$ cat config.mk
export PLATFORM = sky130hd
export DESIGN_NAME = rf_wb_arbiter
export DESIGN_NICKNAME = d
export VERILOG_FILES = /design/src/rtl/rf_wb_arbiter.sv
export SDC_FILE = /design/constraint.sdc
export NUM_CORES = 1
export LEC_CHECK = 0
export ABC_AREA = 1
export BUFFER_PORTS_ARGS = -buffer_cell sky130_fd_sc_hd__buf_2
export CORE_ASPECT_RATIO = 1.5
export CORE_UTILIZATION = 30
export CTS_BUF_LIST = sky130_fd_sc_hd__clkbuf_2 sky130_fd_sc_hd__clkbuf_4 sky130_fd_sc_hd__clkbuf_8
export DETAILED_ROUTE_END_ITERATION = 16
export HOLD_SLACK_MARGIN = 0.03
export PLACE_DENSITY = 0.58
export SLEW_MARGIN = 20
export SYNTH_ARGS = -nofsm -noshare
export SYNTH_HDL_FRONTEND = slang
export SYNTH_SLANG_ARGS = --single-unit
$ cat constraint.sdc
create_clock -name clk -period 4.97 [get_ports clk]
set_input_delay 0.497 -clock clk [delete_from_list [all_inputs] [get_ports clk]]
set_output_delay 0.497 -clock clk [all_outputs]
set_load 0.03 [all_outputs]
$ cat src/rtl/rf_wb_arbiter.sv
// Writeback arbiter and load scoreboard for the register file's single write port.
// Optional operand forwarding outputs are enabled by defining RF_BYPASS_EN.
module rf_wb_arbiter #(
  parameter int unsigned XLEN       = 32,
  parameter int unsigned AW         = 5,
  parameter int unsigned STARVE_MAX = 4
) (
  input  logic                  clk,
  input  logic                  res,
  input  logic                  alu_valid,
  input  logic [AW-1:0]         alu_rd,
  input  logic [XLEN-1:0]       alu_data,
  output logic                  alu_ready,
  input  logic                  lsu_valid,
  input  logic [AW-1:0]         lsu_rd,
  input  logic [XLEN-1:0]       lsu_data,
  output logic                  lsu_ready,
  input  logic                  dbg_valid,
  input  logic [AW-1:0]         dbg_rd,
  input  logic [XLEN-1:0]       dbg_data,
  output logic                  dbg_ready,
  input  logic                  iss_valid,
  input  logic [AW-1:0]         iss_rd,
  input  logic [AW-1:0]         chk_ra,
  input  logic [AW-1:0]         chk_rb,
  output logic                  stall_a,
  output logic                  stall_b,
  output logic                  rf_wen,
  output logic [AW-1:0]         rf_rc,
  output logic [XLEN-1:0]       rf_dc,
  output logic [(1<<AW)-1:0]    busy_vec,
  output logic                  sb_err
`ifdef RF_BYPASS_EN
  ,
  output logic                  fwd_a_hit,
  output logic                  fwd_b_hit,
  output logic [XLEN-1:0]       fwd_a_data,
  output logic [XLEN-1:0]       fwd_b_data
`endif
);

  localparam int unsigned NREG = 1 << AW;
  localparam int unsigned CW   = (STARVE_MAX < 1) ? 1 : $clog2(STARVE_MAX + 1);

  logic [CW-1:0]   starve_cnt;
  logic            starved;
  logic            wb_go;
  logic [AW-1:0]   wb_rd;
  logic [XLEN-1:0] wb_data;
  logic            set_en, clr_en, sb_hit;
  logic [NREG-1:0] set_mask, clr_mask, busy_d;

  assign starved = (starve_cnt == CW'(STARVE_MAX));

  always_comb begin
    alu_ready = 1'b0;
    lsu_ready = 1'b0;
    dbg_ready = 1'b0;
    if (res) begin
      if (alu_valid && starved)  alu_ready = 1'b1;
      else if (lsu_valid)        lsu_ready = 1'b1;
      else if (alu_valid)        alu_ready = 1'b1;
      else if (dbg_valid)        dbg_ready = 1'b1;
    end
  end

  always_comb begin
    wb_go   = 1'b0;
    wb_rd   = '0;
    wb_data = '0;
    if (lsu_valid && lsu_ready) begin
      wb_go = 1'b1; wb_rd = lsu_rd; wb_data = lsu_data;
    end else if (alu_valid && alu_ready) begin
      wb_go = 1'b1; wb_rd = alu_rd; wb_data = alu_data;
    end else if (dbg_valid && dbg_ready) begin
      wb_go = 1'b1; wb_rd = dbg_rd; wb_data = dbg_data;
    end
  end

  // Set is applied after clear so a same-cycle issue to a returning index stays busy.
  always_comb begin
    set_en   = iss_valid && (iss_rd != '0);
    clr_en   = lsu_valid && lsu_ready && (lsu_rd != '0);
    set_mask = set_en ? (NREG'(1) << iss_rd) : '0;
    clr_mask = clr_en ? (NREG'(1) << lsu_rd) : '0;
    busy_d   = (busy_vec & ~clr_mask) | set_mask;
    sb_hit   = set_en && busy_vec[iss_rd] && !(clr_en && (lsu_rd == iss_rd));
  end

  always_ff @(posedge clk or negedge res) begin
    if (!res) begin
      rf_wen     <= 1'b0;
      rf_rc      <= '0;
      rf_dc      <= '0;
      busy_vec   <= '0;
      sb_err     <= 1'b0;
      starve_cnt <= '0;
    end else begin
      rf_wen <= wb_go && (wb_rd != '0);
      if (wb_go && (wb_rd != '0)) begin
        rf_rc <= wb_rd;
        rf_dc <= wb_data;
      end
      if (alu_valid && !alu_ready)
        starve_cnt <= starved ? starve_cnt : starve_cnt + CW'(1);
      else
        starve_cnt <= '0;
      busy_vec <= busy_d;
      if (sb_hit)
        sb_err <= 1'b1;
    end
  end

  logic inflt_a, inflt_b;
  assign inflt_a = rf_wen && (rf_rc == chk_ra) && (chk_ra != '0);
  assign inflt_b = rf_wen && (rf_rc == chk_rb) && (chk_rb != '0);

`ifdef RF_BYPASS_EN
  assign fwd_a_hit  = inflt_a;
  assign fwd_b_hit  = inflt_b;
  assign fwd_a_data = rf_dc;
  assign fwd_b_data = rf_dc;
  assign stall_a    = (chk_ra != '0) && busy_vec[chk_ra];
  assign stall_b    = (chk_rb != '0) && busy_vec[chk_rb];
`else
  assign stall_a    = ((chk_ra != '0) && busy_vec[chk_ra]) || inflt_a;
  assign stall_b    = ((chk_rb != '0) && busy_vec[chk_rb]) || inflt_b;
`endif

endmodule

* Word-level counts from Yosys, hierarchy flattened *
Cells that the tools add are included.

operators by class
  equality and inequality tests = 5
  bitwise gates (word level) = 3
  add/sub/neg operators = 1
  $mul = 0
  reductions and logical operators = 26
  mux-type cells = 31
  divide/modulo/power cells = 0
  $lt $le $gt $ge = 3
  shift-type cells = 2

operators by type and width
  kind                                                                  count
  32-bit 2-to-1 mux                                                     5
  1-bit by 5-bit left shift with 32-bit output, first input constant    2
  32-bit bitwise AND                                                    1
  32-bit NOT                                                            1
  32-bit bitwise OR                                                     1
  5-bit nonzero test                                                    5
  5-bit by 6-bit < comparator with 1-bit output, second input constant  3
  1-bit 2-to-1 mux                                                      18
  1-bit logical AND                                                     17
  1-bit binary-select mux with 5-bit select                             3
  5-bit equality test                                                   3
  5-bit 2-to-1 mux                                                      3
  3-bit 2-to-1 mux                                                      2
  3-bit by 1-bit adder with 3-bit output, second input constant         1
  3-bit equality test, second input constant                            1
  1-bit logical NOT                                                     2
  1-bit logical OR                                                      2
  2-bit inequality test, second input constant                          1

word-level totals
  output and inout port bits = 76
  memory bits (read-only) = 0
  flip-flop bits (word level) = 74
  bits in latches = 0
  bits in writable memories = 0
  input bits = 132
  memories kept = 0

* Depth between registers and ports, before layout *
  depth in word-level cells = 11
  gate-level depth with buffers = 12
  gate-level depth less buffers = 11

* Worst setup path after synthesis *
Ideal clock, no wire load.

  path kind = input -> output
  from = input port chk_ra[0]
  to = output port stall_a
  path buffers = 2
  arrival = 1597 ps
  required time = 4473 ps
  stages on the path = 6
  slack = 2876 ps
  cells stage by stage = buf_2 -> buf_1 -> nand2_1 -> a221oi_1 -> nand4_1 -> nand2_1

on the way
  cells in the longest elaborated chain, start to end = 4
  elaborated cells between the ends (all ways) = 8

ends and longest elaborated chain
  item                                                                              line      RTL
  start: declaration                                                                24        input logic [AW-1:0] chk_ra,
  1-bit binary-select mux with 5-bit select or 5-bit equality test (tied branches)  126, 115
  1-bit 2-to-1 mux (implied by the code) or 1-bit logical AND (tied branches)       126, 115
  1-bit logical AND, on equally long branches                                       126, 115
  1-bit logical OR (*)                                                              126       assign stall_a = ((chk_ra != '0) && busy_vec[chk_ra]) || inflt_a;
  end: declaration                                                                  26        output logic stall_a,

Mark *: on every way between the ends. The rest lies on a longest branch, timed or not. The select of a mux whose other input is x is not followed.

* Worst setup path after layout *
  from = input port res
  to = register rf_dc[20]

on the way
  cells in the longest elaborated chain, start to end = 7
  elaborated cells between the ends (all ways) = 17

ends and longest elaborated chain
  item                    line  RTL
  start: declaration      9     input logic res,
  1-bit 2-to-1 mux        59    if (res) begin
  1-bit logical AND       75    end else if (dbg_valid && dbg_ready) begin
  5-bit 2-to-1 mux        75
  5-bit 2-to-1 mux        73    end else if (alu_valid && alu_ready) begin
  5-bit 2-to-1 mux        71    if (lsu_valid && lsu_ready) begin
  5-bit nonzero test      100   if (wb_go && (wb_rd != '0)) begin
  1-bit logical AND       100
  end signal: assignment  102   rf_dc <= wb_data;
  end: declaration        30    output logic [XLEN-1:0] rf_dc,

Several ways; a longest one is shown, not always the timed one.
A chain may end at the register's enable or synchronous reset.

==> results.yml <==
power_and_ir_drop:
  swShare_pct: 45.5
  power_frac_clock_pct: 19.7
  p_int_w: 0.00117
  sequentialPowerShare_pct: 38.1
  power.share.combinational_pct: 42.2
  p_leak_nw: 3.47
  ir_drop_mv: 0.164
  switching_power_w: 0.000978
  p_per_area_nw_per_um2: 323
clock_network:
  cts_setup_buffers: 0
  cts_num_sinks: 74
  clock_latency_ns: 0.34
  cts.clk_slew.worst_paths_ns: 0.08
  cts_made_buffers: 9
  ctsRootBufferMaster: "clkbuf_8"
  h-tree-depth: 3
  cts-resized-gates: 0
  clk_path_buf_depth: 2
  cts_tree: "done"
synthesis:
  synthDistinctLibCells: 36
  syn_inst: 798
  synthFlopType: "dfrtp_1"
  synth_async_sr_flop_share_pct: 100
  syn_area_um2: 5330
  synthesis.nets: 932
  yosysWarningCount: 0
  synth_enable_flop_cells: 0
  ys_seq_elements: 74
  ys_seq_area_share_pct: 34.7
  syn_area_per_cell_um2: 6.68
worst_setup_path:
  crit_buf_inv: 5
  end_kind: "register"
  crit_family: "buffers and inverters"
  crit_type: "in -> reg"
  crit_fanout: 39
  crit_path_cell_trace: "dlygate4sd3_1 -> buf_4 -> nand2_1 -> clkinv_1 -> nand2_2 -> inv_4 -> nand2_4 -> nand3_2 -> nor2_4 -> nand3_4 -> buf_4 -> nand2_2 -> o21ai_2"
  slowest_stage: "dlygate4sd3_1"
  cp_data_arrival_time_ns: 3.26
  critPathLaunchType: "primary input"
  slowest_delay_ns: 0.53
  required_ns: 5.20
timing:
  slew_headroom_pct: 43.2
  fin_skew_ns: 0.0120
  drv_slew: 0
  finalCriticalPeriod_ns: 3.03
  worst_slack_ns: 1.94
  fmax_mhz: 330
  tightest_slew_ns: 0.852
  rsz0062_at_grt: "false"
  final-hold-violation-count: 0
  finalSetupViolCount: 0
  setup_tns_ns: 0
  post-route-period-util_pct: 61.0
placement:
  io_buffers: 207
  hpwl_um: 15300
  pre_cts_ws_ns: 2.09
  placed_area_um2: 6470
  gp_congestion: 0.906
grt:
  antenna_found_initial: 0
  grt_pass1_vias: 5827
  grt_max_degree: 67
  grt_overflow: 0
  grt_pass1_wl_um: 30500
  grt_use_total_pct: 21.3
detailed_routing:
  routed_wl_um: 19400
  routedWlPerCell_um: 16.1
  ant_nets: 0
  drt_iter0_drc: 358
  vias: 5946
  drc: 0
  firstDrtPassIters: 5
  vias_per_cell: 4.96
final_layout:
  area_growth_pct: 24.7
  fin_area_um2: 6650
  n_antenna_cell: 0
  drive_gt1_share_pct: 31.7
  final_nets: 1117
  multi_input_area_um2: 2900
  fill_cells: 1892
  register_area_um2: 1850
die:
  dieArea_um2: 18300
  start_util_pct: 30.7
  fp.coreArea_um2: 17300
  rows: 59
  die_w_um: 111
  io_pins: 208
  die_h_um: 165
flow_run:
  drv_cap: 0
run_status:
  outcome: "complete, no violations"
worst_hold_path:
  hold_class: "reg -> reg"
power by group through the flow:
stage / Sequential (W) / Combinational (W) / Clock (W)
after CTS: 0.000819 / 0.000914 / 0.000434
final: 0.000819 / 0.000906 / 0.000422
after global placement: 0.000831 / 0.000904 / 0
after global routing: 0.000831 / 0.00100 / 0.000457
after detailed placement: 0.000828 / 0.000913 / 0
after floorplan: 0.00101 / 0.000409 / 0
what timing repair did:
item | 4_1_cts | 5_1_grt
hold endpoints to repair | 8 | 0
hold buffers | 1 | 0
endpoints found under the setup margin | 0 | 0
flip-flops by register name, summed over array words and instances, names as in the netlist:
signal      flops
busy_vec       32
rf_dc          32
rf_rc           5
starve_cnt      3
rf_wen          1
sb_err          1
kinds of logic (layout without fill, tap and decap cells):
kind of cell / after synthesis / after routing / share of synthesized area (%)
simple gates: 460 / 460 / 38.7
xor+xnor: 3 / 3 / 0.493
compound gates: 120 / 120 / 14.4
buf+inv: 139 / 328 / 11.2
fa+ha+maj: 2 / 2 / 0.469
flops: 74 / 74 / 34.7
cell usage after synthesis, types with 2 or more instances:
cell type | n | area, um^2
clkinv_1 | 4 | 15.0
clkbuf_1 | 14 | 52.6
nand4_1 | 15 | 93.8
nor2_2 | 2 | 12.5
ha_1 | 2 | 25.0
nor2_1 | 49 | 184
nand2_2 | 34 | 213
buf_2 | 13 | 65.1
o22ai_1 | 6 | 37.5
nand3_2 | 4 | 40.0
a21oi_1 | 5 | 25.0
nor3_1 | 2 | 10.0
nand2_1 | 236 | 886
o21ai_0 | 48 | 240
buf_1 | 4 | 15.0
dfrtp_1 | 74 | 1850
nand3_1 | 113 | 566
inv_1 | 92 | 345
o21ai_1 | 20 | 100
o21ai_2 | 33 | 289
o21bai_2 | 4 | 45.0
buf_6 | 7 | 78.8
inv_2 | 3 | 11.3
xor2_1 | 2 | 17.5
metal layers:
metal / part of all wire [%] / vias up / track usage (%) / wire [um]
li1: - / 2928 / - / -
met1: 37 / 2675 / 23.9 / 7210
met2: 52 / 296 / 38.7 / 10000
met3: 7.1 / 47 / 3.98 / 1380
met4: 4.0 / 0 / 10.3 / 773
met5: 0 / - / 0 / 0
final timing paths:
path / start / to / depth (start not counted) / slack, ns
min: busy_vec[0] / busy_vec[0] / 0 / 0.41
max reg2reg: starve_cnt[0] / rf_dc[20] / 12 / 2.22
max in group asynchronous: res / rf_rc[0] / 3 / 3.37
min reg2reg: busy_vec[0] / busy_vec[0] / 0 / 0.41
max: res / rf_dc[20] / 13 / 1.94
min in group asynchronous: res / busy_vec[1] / 2 / 0.52
cells in the final DEF, fill, tap and decap left out, drive strengths merged, types with 8 or more instances in the layout:
cell      n
nand4    15
nor2     52
clkinv    8
buf     212
nand3   118
clkbuf   10
nand2   271
inv      96
o21ai   101
dfrtp    74
metrics by stage:
step           util (%)  hold slack, ns  instances  power, W
6_report           38.3           0.407       1200   0.00215
5_1_grt            38.3           0.424       1200   0.00229
4_1_cts            38.3           0.416       1200   0.00217
3_5_place_dp       37.3           0.352       1184   0.00174
3_3_place_gp       37.3           0.347       1184   0.00173
2_1_floorplan         -           0.201        798   0.00142
cell type report:
cell class	count	area share (%)
multi-input combinational	585	43.6
sequential	74	27.9
timing repair buffer	213	16.3
inverter	100	5.69
tap	213	4.01
clock buffer	10	2.07
clock inverter	5	0.471
Note: power is estimated with default switching activity, not from simulation.
